===== src/rtl/cache_refill_ctrl_pkg.sv =====
// Shared definitions for the data-cache refill engine: geometry, table line
// layout, table write-type encodings and controller state encodings.
package cache_refill_ctrl_pkg;

  // Cache geometry (2-way, 256 sets, 16-byte lines)
  localparam int CR_TAG_W = 20;
  localparam int CR_IDX_W = 8;
  localparam int CR_OFF_W = 4;
  localparam int CR_BEATS = 4;
  localparam int BEAT_W   = 32;
  localparam int LINE_W   = CR_BEATS * BEAT_W;
  localparam int WAY_W    = CR_TAG_W + 2 + LINE_W;

  // Table write-type encodings
  localparam logic [1:0] W_NONE = 2'b00;
  localparam logic [1:0] W_PART = 2'b01;
  localparam logic [1:0] W_FULL = 2'b10;

  // Controller state encodings
  localparam logic [2:0] S_IDLE   = 3'd0;
  localparam logic [2:0] S_LOOKUP = 3'd1;
  localparam logic [2:0] S_SELECT = 3'd2;
  localparam logic [2:0] S_WB     = 3'd3;
  localparam logic [2:0] S_RD_REQ = 3'd4;
  localparam logic [2:0] S_RD_RET = 3'd5;
  localparam logic [2:0] S_FILL   = 3'd6;
  localparam logic [2:0] S_DONE   = 3'd7;

  // One way of a table entry; member order fixes the bit positions:
  // tag[149:130], valid[129], dirty[128], data[127:0]
  typedef struct packed {
    logic [CR_TAG_W-1:0] tag;
    logic                valid;
    logic                dirty;
    logic [LINE_W-1:0]   data;
  } way_t;

  // Line-aligned byte address of a {tag, index} pair
  function automatic logic [31:0] line_addr(input logic [CR_TAG_W-1:0] tag,
                                            input logic [CR_IDX_W-1:0] idx);
    return {tag, idx, {CR_OFF_W{1'b0}}};
  endfunction

endpackage


===== src/rtl/cache_refill_ctrl_victim_sel.sv =====
// Victim-way chooser: an invalid way is always preferred (way0 first);
// when both ways hold data a free-running LFSR bit breaks the tie.
module cache_refill_ctrl_victim_sel
  import cache_refill_ctrl_pkg::*;
(
  input  logic clk,
  input  logic rst_n,
  input  logic way0_valid_i,
  input  logic way1_valid_i,
  output logic victim_o
);

  logic [7:0] lfsr_q;
  logic [7:0] lfsr_d;
  logic       fb;

  // Fibonacci feedback from taps 8,6,5,4
  always_comb begin
    fb     = lfsr_q[7] ^ lfsr_q[5] ^ lfsr_q[4] ^ lfsr_q[3];
    lfsr_d = {lfsr_q[6:0], fb};
  end

  // LFSR advances every cycle once out of reset
  always_ff @(posedge clk or negedge rst_n) begin
    if (!rst_n) begin
      lfsr_q <= 8'h01;
    end else begin
      lfsr_q <= lfsr_d;
    end
  end

  // Invalid-first choice, pseudo-random when the set is full
  always_comb begin
    if (!way0_valid_i) begin
      victim_o = 1'b0;
    end else if (!way1_valid_i) begin
      victim_o = 1'b1;
    end else begin
      victim_o = lfsr_q[0];
    end
  end

endmodule


===== src/rtl/cache_refill_ctrl.sv =====
// Miss-handling engine for the 2-way data cache: reads the set, picks a
// victim, writes it back when dirty, fetches the new line in 32-bit beats
// and installs it with one full-line table write.
module cache_refill_ctrl
  import cache_refill_ctrl_pkg::*;
#(
  parameter int TAG_W = CR_TAG_W,
  parameter int IDX_W = CR_IDX_W,
  parameter int OFF_W = CR_OFF_W,
  parameter int BEATS = CR_BEATS
) (
  input  logic                                    clk,
  input  logic                                    rst_n,
  input  logic                                    miss_req_i,
  input  logic [31:0]                             miss_addr_i,
  output logic                                    busy_o,
  output logic                                    refill_done_o,
  output logic                                    tbl_req_o,
  output logic [IDX_W-1:0]                        tbl_r_index_o,
  input  logic [2*(TAG_W+2+BEATS*BEAT_W)-1:0]     tbl_r_data_i,
  output logic                                    tbl_way_o,
  output logic [IDX_W-1:0]                        tbl_w_index_o,
  output logic [1:0]                              tbl_w_type_o,
  output logic [TAG_W+2+BEATS*BEAT_W-1:0]         tbl_w_data_o,
  output logic                                    rd_req_o,
  output logic [31:0]                             rd_addr_o,
  input  logic                                    rd_rdy_i,
  input  logic                                    ret_valid_i,
  input  logic                                    ret_last_i,
  input  logic [BEAT_W-1:0]                       ret_data_i,
  output logic                                    wr_req_o,
  output logic [31:0]                             wr_addr_o,
  output logic [BEATS*BEAT_W-1:0]                 wr_data_o,
  input  logic                                    wr_rdy_i
);

  localparam int LW    = BEATS * BEAT_W;
  localparam int WW    = TAG_W + 2 + LW;
  localparam int CNT_W = (BEATS > 1) ? $clog2(BEATS) : 1;

  logic [2:0]       state_q,  state_d;
  logic [TAG_W-1:0] tag_q,    tag_d;
  logic [IDX_W-1:0] idx_q,    idx_d;
  logic             victim_q, victim_d;
  logic [TAG_W-1:0] vtag_q,   vtag_d;
  logic [LW-1:0]    vdata_q,  vdata_d;
  logic [CNT_W-1:0] cnt_q,    cnt_d;
  logic [LW-1:0]    line_q,   line_d;

  way_t way0;
  way_t way1;
  way_t way_v;
  way_t fill_word;
  logic sel_way;

  // Low address bits and the partial-write code have no role in a
  // full-line refill; they are collected here so nothing dangles.
  logic unused_ok;
  assign unused_ok = ^{miss_addr_i[OFF_W-1:0], W_PART};

  assign way0  = tbl_r_data_i[WW-1:0];
  assign way1  = tbl_r_data_i[2*WW-1:WW];
  assign way_v = sel_way ? way1 : way0;

  cache_refill_ctrl_victim_sel u_victim_sel (
    .clk          (clk),
    .rst_n        (rst_n),
    .way0_valid_i (way0.valid),
    .way1_valid_i (way1.valid),
    .victim_o     (sel_way)
  );

  // Next-state and datapath capture for the refill sequence
  always_comb begin
    state_d  = state_q;
    tag_d    = tag_q;
    idx_d    = idx_q;
    victim_d = victim_q;
    vtag_d   = vtag_q;
    vdata_d  = vdata_q;
    cnt_d    = cnt_q;
    line_d   = line_q;
    case (state_q)
      S_IDLE: begin
        if (miss_req_i) begin
          tag_d   = miss_addr_i[31 -: TAG_W];
          idx_d   = miss_addr_i[OFF_W +: IDX_W];
          line_d  = '0;
          state_d = S_LOOKUP;
        end
      end
      S_LOOKUP: begin
        state_d = S_SELECT;
      end
      S_SELECT: begin
        // Table data for the set is valid this cycle
        victim_d = sel_way;
        vtag_d   = way_v.tag;
        vdata_d  = way_v.data;
        state_d  = (way_v.valid && way_v.dirty) ? S_WB : S_RD_REQ;
      end
      S_WB: begin
        if (wr_rdy_i) begin
          state_d = S_RD_REQ;
        end
      end
      S_RD_REQ: begin
        cnt_d = '0;
        if (rd_rdy_i) begin
          state_d = S_RD_RET;
        end
      end
      S_RD_RET: begin
        if (ret_valid_i) begin
          // Counter wraps, so surplus beats overwrite earlier words
          for (int i = 0; i < BEATS; i++) begin
            if (cnt_q == i[CNT_W-1:0]) begin
              line_d[i*BEAT_W +: BEAT_W] = ret_data_i;
            end
          end
          cnt_d = cnt_q + 1'b1;
          if (ret_last_i) begin
            state_d = S_FILL;
          end
        end
      end
      S_FILL: begin
        state_d = S_DONE;
      end
      S_DONE: begin
        state_d = S_IDLE;
      end
      default: begin
        state_d = S_IDLE;
      end
    endcase
  end

  // State and captured miss/victim context; reset abandons any refill
  always_ff @(posedge clk or negedge rst_n) begin
    if (!rst_n) begin
      state_q  <= S_IDLE;
      tag_q    <= '0;
      idx_q    <= '0;
      victim_q <= 1'b0;
      vtag_q   <= '0;
      vdata_q  <= '0;
      cnt_q    <= '0;
      line_q   <= '0;
    end else begin
      state_q  <= state_d;
      tag_q    <= tag_d;
      idx_q    <= idx_d;
      victim_q <= victim_d;
      vtag_q   <= vtag_d;
      vdata_q  <= vdata_d;
      cnt_q    <= cnt_d;
      line_q   <= line_d;
    end
  end

  // Installed line is always valid and clean
  always_comb begin
    fill_word       = '0;
    fill_word.tag   = tag_q;
    fill_word.valid = 1'b1;
    fill_word.dirty = 1'b0;
    fill_word.data  = line_q;
  end

  // Outputs decode straight from state so reset clears them at once
  assign busy_o        = (state_q != S_IDLE);
  assign refill_done_o = (state_q == S_DONE);
  assign tbl_req_o     = (state_q == S_LOOKUP) || (state_q == S_FILL);
  assign tbl_r_index_o = (state_q == S_LOOKUP) ? idx_q : '0;
  assign tbl_way_o     = (state_q == S_FILL) ? victim_q : 1'b0;
  assign tbl_w_index_o = (state_q == S_FILL) ? idx_q : '0;
  assign tbl_w_type_o  = (state_q == S_FILL) ? W_FULL : W_NONE;
  assign tbl_w_data_o  = (state_q == S_FILL) ? fill_word : '0;
  assign rd_req_o      = (state_q == S_RD_REQ);
  assign rd_addr_o     = (state_q == S_RD_REQ) ? line_addr(tag_q, idx_q) : 32'h0;
  assign wr_req_o      = (state_q == S_WB);
  assign wr_addr_o     = (state_q == S_WB) ? line_addr(vtag_q, idx_q) : 32'h0;
  assign wr_data_o     = (state_q == S_WB) ? vdata_q : '0;

endmodule


===== config.mk =====
export PLATFORM = sky130hd
export DESIGN_NAME = cache_refill_ctrl
export DESIGN_NICKNAME = d
export VERILOG_FILES = /design/src/rtl/cache_refill_ctrl_pkg.sv /design/src/rtl/cache_refill_ctrl_victim_sel.sv /design/src/rtl/cache_refill_ctrl.sv
export SDC_FILE = /design/constraint.sdc
export NUM_CORES = 1
export LEC_CHECK = 0
export BUFFER_PORTS_ARGS = -buffer_cell sky130_fd_sc_hd__buf_2
export CAP_MARGIN = 20
export CORE_AREA = 2 2 288 290
export DETAILED_ROUTE_END_ITERATION = 16
export DIE_AREA = 0 0 290 292
export GPL_TIMING_DRIVEN = 1
export PLACE_DENSITY_LB_ADDON = 0.1
export SLEW_MARGIN = 0
export SYNTH_ARGS = -nofsm -noshare
export SYNTH_HDL_FRONTEND = slang
export SYNTH_SLANG_ARGS = --single-unit

===== constraint.sdc =====
create_clock -name clk -period 2.3 [get_ports clk]
set_input_delay 0.115 -clock clk [delete_from_list [all_inputs] [get_ports clk]]
set_output_delay 0.115 -clock clk [all_outputs]
set_load 0.02 [all_outputs]

==> metrics list, run 1 <==
- # IOs: 737
* Area growth from synthesis to final layout: 72.4%
- Placeable core area: 81600 µm²
- Antenna violations before repair: 17
* Slew at the pin with the worst max-slew slack: 0.997 ns
- Status: complete, no violations
- Setup repair after global routing could not meet its margin everywhere.
- Final hold vios: 0
- The count of buffers added on input and output ports is 722.
- Required time reported for the critical path endpoint: 2.18 ns
- Cell Area, Synth: 15900 µm²
* Die height: 292 µm
- Setup violations remaining at the end of the flow were counted as 0.
- After detailed routing, the number of vias per cell comes to 4.64.
* Number of iterations in the first detailed-routing pass: 5
- Arrival @ worst endpoint: 2.14 ns
* H-tree levels: 2
- Overall power consumption after layout is estimated at 28.5 mW.
- Initial cell density of the core: 0.195
- Dpl hpwl: 56.0 mm
- Remaining global-route overflow: 0
- Layout Nets: 3112
* Layout Cells excl Fill: 3848
- Synthesis handed over a netlist of 1692 instances.
- CTS tree: built
- Setup crit start kind: flip-flop
- Relative slew slack: 0.333
- Inserted Clock Buffers: 44
* Minimum setup slack after placement: 0.0581 ns
- Final worst path period need: 2.26 ns
- Among cell families on the critical path, the largest total delay comes from buffers and inverters.
- The total count of max-transition violations in the final report is 0.
- Post-synthesis cell type count: 43
* Setup crit end kind: primary output
* Count of vias placed by the detailed router: 17900
- Across all setup checks in the final design, the least slack found is 0.0440 ns.
- After detailed routing, the number of remaining DRC violations is 0.
* Pin count of the biggest net entering global routing: 152
- Antenna violation net count after detailed routing: 0
* Maxcap violations: 0
* Peak Freq: 443 MHz
- Clock network latency to the later pin of the worst-skew pair: 0.56 ns
* Clock root buffer master: sky130_fd_sc_hd__clkbuf_16
* Hold Worst Slack: 0.0503 ns
* Worst VDD drop: 0.466 mV
* Final period utilization: 0.981
* Clock sink count: 318
- Via count of the first global-routing pass: 18400
- For this run, the total global-route usage over all layers was measured as 0.185.
* Count of synthesis-stage warnings from yosys: 0
* Leakage dissipation: 13.5 nW
* Die width: 290 µm
- The final layout contains routed wiring with a total length of 83.2 mm.
* Cell-by-cell trace of the critical path: buf_12, nor3_4, buf_4, clkbuf_16, and2_1, buf_2
- Placed cell count: 3365
- Avg Cell Area, Syn: 9.41 µm²
- After filler insertion, the fill cell instance count of the layout stands at 8600.
* Share of synthesized area occupied by flip-flops and latches: 0.500
- WP buf/inv: 4
- Of all nets on the critical path, the largest fanout is 11.
- By startpoint and endpoint, the worst setup path is classified as flip-flop to primary output.
* Power per cell area: 1040 nW/µm²
- Max stage delay on crit path: 0.49 ns
- In the synthesized netlist the dominant register cell turns out to be sky130_fd_sc_hd__dfrtp_1.
- Iteration-0 DRC Markers: 771
* Total number of placement rows: 105
- Yosys mapped a number of flops with a built-in enable equal to 0.
- In the final routed layout, each cell accounts on average for 21.6 µm.
* Flop-to-flop setup slack: 0.09 ns
* HP Class: primary input to flip-flop
- Clock-pin slew was measured on the worst setup and hold paths at 0.06 ns.
* Share of layout cells above drive strength 1: 0.355
- Wire length of the first global-routing pass: 120 mm
* Number of buffers between clock root and the deepest sink: 3
- Async S/R FF share, synth: 1.00
* Slowest stage cell, crit path: sky130_fd_sc_hd__dfrtp_4
* Floorplan die area: 84700 µm²
* Synth Register Bits: 318
* Clock skew: 0.0153 ns
- Routability-driven placement finished with a final weighted congestion of 0.821.
path summary, 6_finish.rpt:
path / end / start / cells past startpoint
worst min register to register: u_victim_sel.lfsr_q[2]$_DFF_PN0_ / u_victim_sel.lfsr_q[1]$_DFF_PN0_ / 0
max in group asynchronous: line_q[105]$_DFFE_PN0P_ / rst_n / 3
worst min-delay path: state_q[0]$_DFFE_PN0P_ / tbl_r_data_i[278] / 4
min in group asynchronous: line_q[60]$_DFFE_PN0P_ / rst_n / 2
worst max-delay path: wr_data_o[18] / state_q[2]$_DFFE_PN0P_ / 6
worst max register to register: vdata_q[23]$_DFFE_PN0P_ / state_q[2]$_DFFE_PN0P_ / 8
cells by family (layout without fill, tap and decap cells):
logic type,after synthesis,count (layout),synth area share
AO/OA/AOI/OAI,439,440,0.181
AND/OR/NAND/NOR,693,693,0.238
XOR/XNOR,3,3,0.00165
adder cells (fa/ha/maj),4,4,0.00314
multiplexers,29,29,0.0205
flip-flops,318,318,0.500
other,1,18,0.000235
buffers and inverters,205,1273,0.0552
cells in the mapped netlist, types with 4 or more instances:
cell type                   number  area [µm²]
sky130_fd_sc_hd__buf_2          52         260
sky130_fd_sc_hd__clkbuf_1      132         495
sky130_fd_sc_hd__and3_1        192        1200
sky130_fd_sc_hd__and4_1          4        35.0
sky130_fd_sc_hd__nand3_1       152         761
sky130_fd_sc_hd__inv_1           5        18.8
sky130_fd_sc_hd__a31oi_1       150         938
sky130_fd_sc_hd__o21ai_0       151         756
sky130_fd_sc_hd__dfrtp_1       317        7930
sky130_fd_sc_hd__nor2_4          4        45.0
sky130_fd_sc_hd__o21ai_1         4        20.0
sky130_fd_sc_hd__a22o_1        108         946
sky130_fd_sc_hd__nor2_1        153         574
sky130_fd_sc_hd__buf_4          12        90.1
sky130_fd_sc_hd__nand2_1        13        48.8
sky130_fd_sc_hd__ha_1            4        50.1
sky130_fd_sc_hd__and2_1        156         976
sky130_fd_sc_hd__mux2_2         29         327
sky130_fd_sc_hd__o2bb2ai_1      20         175
layout make-up:
class,instances,area [µm²],share of cell area
diodes,8,20.0,0.000729
well taps,1070,1340,0.0488
clock inverters,9,199,0.00725
flip-flops and latches,318,7960,0.290
multi-input cells,1179,7330,0.267
clock buffers,70,1370,0.0499
repair buffers,1188,9210,0.335
inverters,6,26.3,0.000957
per-stage QoR:
step	TNS, ns	utilization	cell area, µm²
2_1_floorplan	0	-	16000
3_3_place_gp	0	0.258	21000
3_5_place_dp	0	0.258	21000
4_1_cts	-0.767	0.331	27000
5_1_grt	-3.07	0.336	27400
6_report	0	0.337	27500
flip-flops by register name, summed over array words and instances (netlist names):
name,flops
cnt_q,2
tag_q,20
idx_q,8
u_victim_sel.lfsr_q,8
vtag_q,20
state_q,3
vdata_q,128
victim_q,1
line_q,128
worst register-to-register path, stage by stage (launching register included):
cell,delay (ns)
sky130_fd_sc_hd__dfrtp_4,0.49
sky130_fd_sc_hd__buf_12,0.14
sky130_fd_sc_hd__buf_4,0.13
sky130_fd_sc_hd__buf_4,0.15
sky130_fd_sc_hd__nor3b_2,0.26
sky130_fd_sc_hd__buf_12,0.21
sky130_fd_sc_hd__nor2_1,0.07
sky130_fd_sc_hd__a31oi_1,0.13
sky130_fd_sc_hd__dlygate4sd3_1,0.56
placed cells by master (no fill, tap or decap), types with 5 or more instances in the layout:
cell type,instances
sky130_fd_sc_hd__a22o_1,108
sky130_fd_sc_hd__a31oi_1,150
sky130_fd_sc_hd__and2_1,121
sky130_fd_sc_hd__and2_4,35
sky130_fd_sc_hd__and3_1,192
sky130_fd_sc_hd__buf_12,26
sky130_fd_sc_hd__buf_16,7
sky130_fd_sc_hd__buf_2,603
sky130_fd_sc_hd__buf_4,113
sky130_fd_sc_hd__buf_6,65
sky130_fd_sc_hd__bufinv_16,6
sky130_fd_sc_hd__clkbuf_1,10
sky130_fd_sc_hd__clkbuf_16,50
sky130_fd_sc_hd__clkbuf_8,15
sky130_fd_sc_hd__conb_1,10
sky130_fd_sc_hd__dfrtp_1,315
sky130_fd_sc_hd__diode_2,8
sky130_fd_sc_hd__dlygate4sd3_1,362
sky130_fd_sc_hd__mux2_2,29
sky130_fd_sc_hd__nand2_1,13
sky130_fd_sc_hd__nand3_1,152
sky130_fd_sc_hd__nor2_1,152
sky130_fd_sc_hd__nor2_4,5
sky130_fd_sc_hd__o21ai_0,151
sky130_fd_sc_hd__o21ai_4,5
sky130_fd_sc_hd__o2bb2ai_1,20
timing repair:
item	in CTS	in global routing
buffers inserted	19	2
gates cloned	7	7
pin swaps	6	2
endpoints found under the setup margin	278	185
hold buffers	362	0
endpoints found under the hold margin	406	0
resized for setup	140	108
routing by layer:
layer  vias to the layer above  wire (µm)  GRT usage
li1                       8194          -          -
met1                      8886      33700      0.219
met2                       641      41700      0.326
met3                       113       5670     0.0504
met4                        16       1970     0.0526
met5                         -        113          0
report_power, final:
| group | internal, mW | total, mW | switching (mW) |
|---|---|---|---|
| combinational | 5.39 | 12.1 | 6.68 |
| sequential | 7.77 | 9.02 | 1.26 |
| clock | 4.73 | 7.41 | 2.69 |
| total | 17.9 | 28.5 | 10.6 |
(Power assumes the default switching activity.)
==> run 2, diff against run 1 <==
ABC_AREA = 1   (was default)
CORE_AREA = 2 2 289 291   (was 2 2 288 290)
DIE_AREA = 0 0 291 293   (was 0 0 290 292)
==> metrics list, run 2 <==
- Status: complete, but fails checks (was complete, no violations)
* Violated checks: setup timing
- The total count of max-transition violations in the final report is 0 (unchanged).
- The share of cells above drive strength 1 is 0.282 (was 0.355).
* Clock skew: 0.0117 ns (was 0.0153 ns)
- Filler cells: 8958 (was 8600)
* Leading post-synthesis cells by cell area: sky130_fd_sc_hd__dfrtp_1, sky130_fd_sc_hd__nor2_1, sky130_fd_sc_hd__inv_1, sky130_fd_sc_hd__nand2_1, sky130_fd_sc_hd__o22ai_1 (was sky130_fd_sc_hd__dfrtp_1, sky130_fd_sc_hd__and3_1, sky130_fd_sc_hd__and2_1, sky130_fd_sc_hd__a22o_1, sky130_fd_sc_hd__a31oi_1)
- Clock group share of total power: 0.232 (was 0.260)
- Antenna violations before repair: 23 (was 17)
- The cell count after synthesis is 2176 (was 1692).
- Number of DRC violations after detailed routing: 0 (unchanged)
* Synth top area share: 0.496 (was 0.498)
- Layout Nets: 3594 (was 3112)
- Most frequent cells in the layout: sky130_fd_sc_hd__buf_2, sky130_fd_sc_hd__nor2_1, sky130_fd_sc_hd__dlygate4sd3_1 (was sky130_fd_sc_hd__buf_2, sky130_fd_sc_hd__dlygate4sd3_1, sky130_fd_sc_hd__dfrtp_1).
* Clock sink count: 318 (unchanged)
- The I/O pin count was 737 (unchanged).
- The fmax is 430 MHz (was 443 MHz).
- The register bit total from synthesis came to 318 (unchanged).
* HP Class: primary input to flip-flop (unchanged)
- The most used flip-flop cell after synthesis was sky130_fd_sc_hd__dfrtp_1 (unchanged).
- DRT Wirelength: 79.7 mm (was 83.2 mm)
- The TritonCTS clock tree was built (unchanged).
* Final worst path period need: 2.32 ns (was 2.26 ns)
- Clock network latency to the later pin of the worst-skew pair: 0.56 ns (about the same)
- The layout overhead on the synthesized area came to 66.6% (was 72.4%).
- The count of flip-flops with a built-in enable after synthesis was 0 (unchanged).
* H-tree levels: 2 (unchanged)
* Area share of and/or/nand/nor cells after synthesis: 0.251 (was 0.238)
* Internal Power: 17.1 mW (was 17.9 mW)
- The worst setup margin came to -0.0235 ns (was 0.0440 ns).
- The required time of the critical path is 2.75 ns (was 2.18 ns).
* Setup crit end kind: flip-flop (was primary output)
- The violation count after the first detailed-routing iteration was 905 (was 771).
* Synth Area in Compound Gates: 0.115 (was 0.181)
* Via count of the first global-routing pass: 19300 (was 18400)
- Clk slew on worst S/H paths: 0.06 ns (about the same)
- Dpl hpwl: 56.7 mm (was 56.0 mm)
- Maxcap violations: 0 (unchanged)
* Final period utilization: 1.01 (was 0.981)
- Most common library cells after synthesis: sky130_fd_sc_hd__nor2_1, sky130_fd_sc_hd__inv_1, sky130_fd_sc_hd__dfrtp_1, sky130_fd_sc_hd__nand2_1, sky130_fd_sc_hd__o22ai_1 (was sky130_fd_sc_hd__dfrtp_1, sky130_fd_sc_hd__and3_1, sky130_fd_sc_hd__and2_1, sky130_fd_sc_hd__nor2_1, sky130_fd_sc_hd__nand3_1).
- The netlist area before placement was 16000 µm² (was 15900 µm²).
- The yosys synthesis warning count is 0 (unchanged).
- Port-buffer cells: 722 (unchanged)
- Total number of placement rows: 105 (unchanged)
- The global-route usage over all layers was 0.179 (was 0.185).
- The core outline area is 81800 µm² (was 81600 µm²).
- The final-report hold violation count came to 0 (unchanged).
- Arrival @ worst endpoint: 2.77 ns (was 2.14 ns)
* Post-detailed-route wirelength per cell: 18.4 µm (was 21.6 µm)
- Most frequently used cell type in the post-synthesis netlist: sky130_fd_sc_hd__nor2_1 (was sky130_fd_sc_hd__dfrtp_1)
* Slew at the pin with the worst max-slew slack: 0.792 ns (was 0.997 ns)
- Count of vias placed by the detailed router: 18500 (was 17900)
- Inserted Clock Buffers: 43 (was 44)
* Floorplan die area: 85300 µm² (was 84700 µm²)
* Antenna violation net count after detailed routing: 0 (unchanged)
- The peak supply drop is 0.630 mV (was 0.466 mV).
* TNS Setup: -0.0397 ns (was 0 ns)
- The vertical extent of the die was 293 µm (was 292 µm).
- Total of endpoints with negative setup slack in the final report: 3 (was 0)
- The cell type contributing the most total cell area after synthesis is sky130_fd_sc_hd__dfrtp_1 (unchanged).
- Sw Share: 0.418 (was 0.373)
- The share of the core filled with cells in the final layout is 0.325 (was 0.337).
- The CTS root buffer was sky130_fd_sc_hd__clkbuf_16 (unchanged).
- Hold Startpoint: tbl_r_data_i[278] (unchanged)
* Avg Cell Area, Syn: 7.35 µm² (was 9.41 µm²)
* Worst setup path startpoint: u_victim_sel.lfsr_q[0]$_DFF_PN1_ (was state_q[2]$_DFFE_PN0P_)
* Origin of the critical flop-to-flop path: u_victim_sel.lfsr_q[0]$_DFF_PN1_ (was state_q[2]$_DFFE_PN0P_)
* Biggest fanout along the worst timing path: 123 (was 11)
* Vias per std cell: 4.27 (was 4.64)
* Share of synthesized area occupied by flip-flops and latches: 0.498 (was 0.500)
- Leakage dissipation: 14.2 nW (was 13.5 nW)
* Flop-to-flop setup slack: -0.02 ns (was 0.09 ns)
- The dominant combinational cell family by area after synthesis is simple AND/OR/NAND/NOR gates (unchanged).
- Net load switching power: 12.3 mW (was 10.6 mW)
- Number of buffers between clock root and the deepest sink: 3 (unchanged)
- Remaining global-route overflow: 0 (unchanged)
- Kind of critical path: flip-flop to flip-flop (was flip-flop to primary output)
- The maximum number of pins on one net before global-route repair came to 124 (was 152).
- Routability Congestion: 0.875 (was 0.821)
- The die width was 291 µm (was 290 µm).
- The detailed-routing iteration count for the pre-antenna-repair pass came to 5 (unchanged).
- Unrepaired setup endpoints after global routing: true (unchanged)
* Setup crit start kind: flip-flop (unchanged)
* Post-synthesis cell type count: 29 (was 43)
- The total chip power is 29.3 mW (was 28.5 mW).
* Share of cell area taken by muxes after synthesis: 0 (was 0.0205)
- The power density of the placed cells was 1100 nW/µm² (was 1040 nW/µm²).
- Adder-cell area share of the yosys netlist: 0.00313 (was 0.00314)
* Post-synthesis xor/xnor area fraction: 0.00164 (was 0.00165)
- Most common cell after layout, fill and taps aside: sky130_fd_sc_hd__buf_2 (unchanged)
- Leading registers by flop count: line_q x128, vdata_q x128 (unchanged).
* Combinational share of power: 0.464 (was 0.423)
- Relative slew slack: 0.472 (was 0.333)
- The async set or reset register ratio after synthesis is 1.00 (unchanged).
- Wire length of the first global-routing pass: 118 mm (was 120 mm)
* Initial cell density of the core: 0.195 (about the same)
- Proportion of power drawn by flip-flops and latches: 0.305 (was 0.317)
-- run 2: worst paths after layout --
kind | endpoint | cells past startpoint
worst max-delay path | vdata_q[40]$_DFFE_PN0P_ | 7
worst max register to register | vdata_q[40]$_DFFE_PN0P_ | 7
worst min register to register | u_victim_sel.lfsr_q[3]$_DFF_PN0_ | 0
max in group asynchronous | u_victim_sel.lfsr_q[0]$_DFF_PN1_ | 3
min in group asynchronous | idx_q[6]$_DFFE_PN0P_ | 2
worst min-delay path | state_q[1]$_DFFE_PN0P_ | 7
-- run 2: cell type report --
class | count | area, µm² | share of cell area
inverter | 352 | 1340 | 0.0502
clock inverter | 11 | 148 | 0.00554
timing repair buffer | 1155 | 8450 | 0.317
antenna | 10 | 25.0 | 0.000939
tap | 1070 | 1340 | 0.0503
clock buffer | 63 | 1260 | 0.0474
multi-input combinational | 1349 | 6110 | 0.230
sequential | 318 | 7960 | 0.299
-- run 2: worst max-delay path, cell delays in order (launching register included) --
cell and delay (ns):
sky130_fd_sc_hd__dfstp_2 0.55, sky130_fd_sc_hd__inv_1 0.04, sky130_fd_sc_hd__nand2_1 0.12, sky130_fd_sc_hd__nand2_4 0.10, sky130_fd_sc_hd__buf_12 0.20, sky130_fd_sc_hd__o21ai_0 0.33, sky130_fd_sc_hd__o22ai_1 0.09, sky130_fd_sc_hd__dlygate4sd3_1 0.56
-- run 2: power by group through the flow --
stage          registers (mW)  clock network (mW)  logic, mW
2_1_floorplan            8.76                   0       7.96
3_3_place_gp             9.00                   0       12.1
3_5_place_dp             9.04                   0       12.1
4_1_cts                  8.95                7.03       13.6
5_1_grt                  9.20                7.25       15.0
6_report                 8.94                6.79       13.6
-- run 2: repair_timing --
action / 4_1_cts / 5_1_grt
gates resized for setup: 71 / 76
hold endpoints to repair: 358 / 0
hold buffers: 359 / 0
pin swaps: 2 / 5
setup buffers: 8 / 3
endpoints found under the setup margin: 208 / 204
cloned: 6 / 2
-- run 2: kinds of logic (layout without fill, tap and decap cells) --
family,after synthesis,in the layout
compound gates,329,329
fa+ha+maj,4,4
other cells,1,20
simple gates,1002,1003
buf+inv,519,1581
xor+xnor,3,3
flops,318,318
-- run 2: through the flow --
stage          cells  worst slack (ns)  hold WS (ns)  cell area (µm²)
6_report        4328           -0.0235        0.0981            26600
5_1_grt         4325           -0.0184         0.127            26600
4_1_cts         4313          -0.00922        0.0513            26400
3_5_place_dp    3866             0.158         0.170            20900
3_3_place_gp    3866             0.194         0.163            20900
2_1_floorplan   2185             0.490        -0.181            16000
-- run 2: routing by layer --
layer	wire length, µm	global-route usage	vias to the layer above
li1	-	-	8818
met1	33500	0.219	8918
met2	38900	0.310	595
met3	4330	0.0383	148
met4	2770	0.0639	22
met5	135	0	-
==> run 3, diff against run 2 <==
CORE_AREA = 2 2 286 288   (was 2 2 289 291)
DIE_AREA = 0 0 288 290   (was 0 0 291 293)
SYNTH_HIERARCHICAL = 1   (was default)
==> metrics list, run 3 <==
- Count of vias placed by the detailed router: 18500 (about the same)
- The internal cell power is 15.9 mW (was 17.1 mW).
- Iteration-0 DRC Markers: 824 (was 905)
- Antenna violation net count after detailed routing: 0 (unchanged)
- Proportion of power drawn by flip-flops and latches: 0.312 (was 0.305)
* Power per cell area: 1040 nW/µm² (was 1100 nW/µm²)
* Setup crit start kind: flip-flop (unchanged)
- The clock transition at the registers of the reported paths was 0.05 ns (was 0.06 ns).
- The I/O pin count is 737 (unchanged).
* Antenna violations before repair: 13 (was 23)
* Initial cell density of the core: 0.208 (was 0.195)
- Arrival @ worst endpoint: 2.60 ns (was 2.77 ns)
- The final worst-path cycle share is 0.952 (was 1.01).
- The register bit total from synthesis came to 318 (unchanged).
* Post-Synthesis Cells: 2195 (was 2176)
* Max-slew violation total from the final report: 0 (unchanged)
- The required time of the critical path is 2.71 ns (was 2.75 ns).
* Final worst path period need: 2.19 ns (was 2.32 ns)
- Worst VDD drop: 0.534 mV (was 0.630 mV)
- The combinational fraction of design power is 0.443 (was 0.464).
* Number of DRC violations after detailed routing: 0 (unchanged)
* Count of synthesis-stage warnings from yosys: 6 (was 0)
- Cell area after placement: 21600 µm² (was 20900 µm²)
- Leading registers by flop count: line_q x128, vdata_q x128 (unchanged)
- Predominant post-synthesis flop cell: sky130_fd_sc_hd__dfrtp_1 (unchanged)
* CTS tree: built (unchanged)
* Relative slew slack: 0.542 (was 0.472)
* Sw Share: 0.426 (was 0.418)
* Sum of internal, switching and leakage power: 27.8 mW (was 29.3 mW)
- The wire length reported by the detailed router came to 82.6 mm (was 79.7 mm).
- Origin of the critical flop-to-flop path: u_victim_sel/lfsr_q[0]$_DFF_PN1_ (was u_victim_sel.lfsr_q[0]$_DFF_PN1_)
* FF-to-FF path depth: 6 (was 7)
- Synth top area share: 0.475 (was 0.496)
- The global-route wire length before repair was 123 mm (was 118 mm).
- Clock sink count: 318 (unchanged)
- Most common cell after layout, fill and taps aside: sky130_fd_sc_hd__buf_2 (unchanged)
* Share of layout cells above drive strength 1: 0.319 (was 0.282)
- The most common cell in the netlist was sky130_fd_sc_hd__nor2_1 (unchanged).
- Status: complete, no violations (was complete, but fails checks).
- The count of non-filler cells in the finished layout came to 4316 (was 4328).
* Hold Worst Slack: 0.0271 ns (was 0.0981 ns)
- Flop-to-flop setup slack: 0.11 ns (was -0.02 ns)
- Die width: 288 µm (was 291 µm)
- Inserted Clock Buffers: 43 (unchanged)
- The average wire per cell in the routed design came to 19.1 µm (was 18.4 µm).
- Number of buffers between clock root and the deepest sink: 3 (unchanged)
- The share of synthesized area occupied by flip-flops and latches is 0.477 (was 0.498).
- The final-report hold violation count came to 0 (unchanged).
* Layout Nets: 3587 (was 3594)
* Total number of placement rows: 104 (was 105)
- Area growth from synthesis to final layout: 59.3% (was 66.6%)
- The setup skew after layout came to 0.0144 ns (was 0.0117 ns).
- Total area of multi-input combinational cells: 6580 µm² (was 6110 µm²)
- Maxcap violations: 0 (unchanged)
* Vias per std cell: 4.29 (was 4.27)
* Kind of critical path: flip-flop to flip-flop (unchanged)
- Most frequent cells in the layout: sky130_fd_sc_hd__buf_2, sky130_fd_sc_hd__nor2_1, sky130_fd_sc_hd__inv_1 (was sky130_fd_sc_hd__buf_2, sky130_fd_sc_hd__nor2_1, sky130_fd_sc_hd__dlygate4sd3_1)
- Slew at the pin with the worst max-slew slack: 0.687 ns (was 0.792 ns)
- The number of placed cells counting well taps is 3881 (was 3866).
* Placeable core area: 80200 µm² (was 81800 µm²)
- Leakage dissipation: 14.2 nW (about the same)
* Biggest fanout along the worst timing path: 53 (was 123)
* Instance count along the most critical hold path: 4 (was 7)
* Number of enable flip-flop cells after synthesis: 0 (unchanged)
- The placed wire-length estimate after detailed placement came to 61.8 mm (was 56.7 mm).
- Seq. cell area: 7960 µm² (about the same)
* Pin count of the biggest net entering global routing: 150 (was 124)
- Most common library cells after synthesis: sky130_fd_sc_hd__nor2_1, sky130_fd_sc_hd__inv_1, sky130_fd_sc_hd__dfrtp_1, sky130_fd_sc_hd__nand2_1 (was sky130_fd_sc_hd__nor2_1, sky130_fd_sc_hd__inv_1, sky130_fd_sc_hd__dfrtp_1, sky130_fd_sc_hd__nand2_1, sky130_fd_sc_hd__o22ai_1).
- Net load switching power: 11.8 mW (was 12.3 mW)
* Gr usage total: 0.194 (was 0.179)
* Clock root buffer master: sky130_fd_sc_hd__clkbuf_16 (unchanged)
- The average size of a mapped cell came to 7.60 µm² (was 7.35 µm²).
- Total of endpoints with negative setup slack in the final report: 0 (was 3)
- Largest area contributor in the synthesized netlist: sky130_fd_sc_hd__dfrtp_1 (unchanged)
* Async S/R FF share, synth: 1.00 (unchanged)
- Unrepaired setup endpoints after global routing: false (was true)
- The number of global-route vias before repair came to 19400 (was 19300).
- The worst-skew pair later-pin latency is 0.56 ns (about the same).
* Clock group share of total power: 0.245 (was 0.232)
- Filler cells: 8719 (was 8958)
- Number of iterations in the first detailed-routing pass: 5 (unchanged)
- The netlist area before placement was 16700 µm² (was 16000 µm²).
* Floorplan die area: 83500 µm² (was 85300 µm²)
- The count of input and output buffers was 722 (unchanged).
* End point of the worst hold path: vdata_q[113]$_DFFE_PN0N_ (was state_q[1]$_DFFE_PN0P_)
* Reg-to-reg endpoint: vdata_q[5]$_DFFE_PN0N_ (was vdata_q[40]$_DFFE_PN0P_)
- The number of distinct library cells after synthesis was 27 (was 29).
- Total non-filler cell area in the finished layout: 26600 µm² (about the same)
- The final weighted congestion in routability-driven placement was 0.866 (was 0.875).
- Hold Startpoint: tbl_r_data_i[113] (was tbl_r_data_i[278])
- Setup crit end kind: flip-flop (unchanged)
* Die height: 290 µm (was 293 µm)
- The aggregate negative setup slack was 0 ns (was -0.0397 ns).
* Remaining global-route overflow: 0 (unchanged)
- Peak Freq: 457 MHz (was 430 MHz)
- Leading post-synthesis cells by cell area: sky130_fd_sc_hd__dfrtp_1, sky130_fd_sc_hd__nor2_1, sky130_fd_sc_hd__inv_1, sky130_fd_sc_hd__nand2_1, sky130_fd_sc_hd__o211ai_1 (was sky130_fd_sc_hd__dfrtp_1, sky130_fd_sc_hd__nor2_1, sky130_fd_sc_hd__inv_1, sky130_fd_sc_hd__nand2_1, sky130_fd_sc_hd__o22ai_1)
* H-tree levels: 2 (unchanged)
- HP Class: primary input to flip-flop (unchanged)
-- run 3: changes by cell type after synthesis, moves of 16 or more --
cell / before / now
sky130_fd_sc_hd__nand2_1: 281 / 299
sky130_fd_sc_hd__o21ai_0: 60 / 20
sky130_fd_sc_hd__nor2_1: 567 / 415
sky130_fd_sc_hd__or2_2: 0 / 148
sky130_fd_sc_hd__o22ai_1: 148 / 0
sky130_fd_sc_hd__o21ai_1: 92 / 131
sky130_fd_sc_hd__o211ai_1: 0 / 148
sky130_fd_sc_hd__clkbuf_1: 73 / 57
-- run 3: logic make-up (layout without fill, tap and decap cells) --
family | after synthesis | after routing | share of synthesized area
other cells | 1 | 23 | 0.000225
compound gates | 329 | 329 | 0.121
simple gates | 1011 | 1011 | 0.262
flops | 318 | 318 | 0.477
buf+inv | 531 | 1570 | 0.136
xor+xnor | 1 | 1 | 0.000525
fa+ha+maj | 4 | 4 | 0.00300
-- run 3: per-stage QoR --
| step | utilization | worst slack [ns] |
|---|---|---|
| global placement | 0.269 | 0.0712 |
| CTS | 0.331 | 0.00613 |
| floorplan | - | 0.384 |
| finish | 0.332 | 0.110 |
| detailed placement | 0.269 | 0.0427 |
| global route | 0.332 | 0.00177 |
-- run 3: repair_timing --
item                       4_1_cts  5_1_grt
hold buffers                   341        0
gates cloned                     2        0
hold endpoints to repair       562        0
setup endpoints to repair      238       85
gates resized for setup         18        7
setup buffers                    3        0
pin swaps                        0        1
-- run 3: power by group through the flow --
| stage | Combinational, mW | Clock (mW) | Sequential (mW) |
|---|---|---|---|
| 2_1_floorplan | 7.43 | 0 | 8.49 |
| 3_3_place_gp | 11.8 | 0 | 8.72 |
| 3_5_place_dp | 11.9 | 0 | 8.74 |
| 4_1_cts | 12.5 | 7.08 | 8.66 |
| 5_1_grt | 13.7 | 7.29 | 8.90 |
| 6_report | 12.3 | 6.80 | 8.67 |
-- run 3: worst max-delay path by stage --
| stage | start | endpoint |
|---|---|---|
| after floorplan | u_victim_sel/lfsr_q[0]$_DFF_PN1_ | vdata_q[100]$_DFFE_PN0N_ |
| after global placement | u_victim_sel/lfsr_q[0]$_DFF_PN1_ | vdata_q[5]$_DFFE_PN0N_ |
| after detailed placement | u_victim_sel/lfsr_q[0]$_DFF_PN1_ | vdata_q[5]$_DFFE_PN0N_ |
| after CTS | state_q[0]$_DFFE_PN0P_ | tbl_w_data_o[60] |
| after global routing | u_victim_sel/lfsr_q[0]$_DFF_PN1_ | vdata_q[5]$_DFFE_PN0N_ |
| final | u_victim_sel/lfsr_q[0]$_DFF_PN1_ | vdata_q[5]$_DFFE_PN0N_ |
-- run 3: final cells by class --
cell class,instances,area share
Clock inverter,9,0.00461
Multi-Input combinational cell,1355,0.247
Timing Repair Buffer,1125,0.296
Clock buffer,67,0.0485
Inverter,369,0.0526
Tap cell,1060,0.0499
Sequential cell,318,0.299
Antenna cell,13,0.00122
-- run 3: critical path: stages, from the launching register on --
cell,delay (ns)
sky130_fd_sc_hd__dfstp_2,0.53
sky130_fd_sc_hd__inv_1,0.06
sky130_fd_sc_hd__a21boi_4,0.24
sky130_fd_sc_hd__inv_6,0.19
sky130_fd_sc_hd__buf_12,0.26
sky130_fd_sc_hd__o211ai_1,0.56
sky130_fd_sc_hd__o21ai_1,0.13
-- run 3: per-layer routing --
layer / vias to the layer above / part of all wire / GRT usage
met5: - / 0.00046 / 0
met4: 6 / 0.036 / 0.0680
met3: 131 / 0.055 / 0.0345
met2: 620 / 0.48 / 0.332
met1: 8940 / 0.43 / 0.245
li1: 8809 / - / -
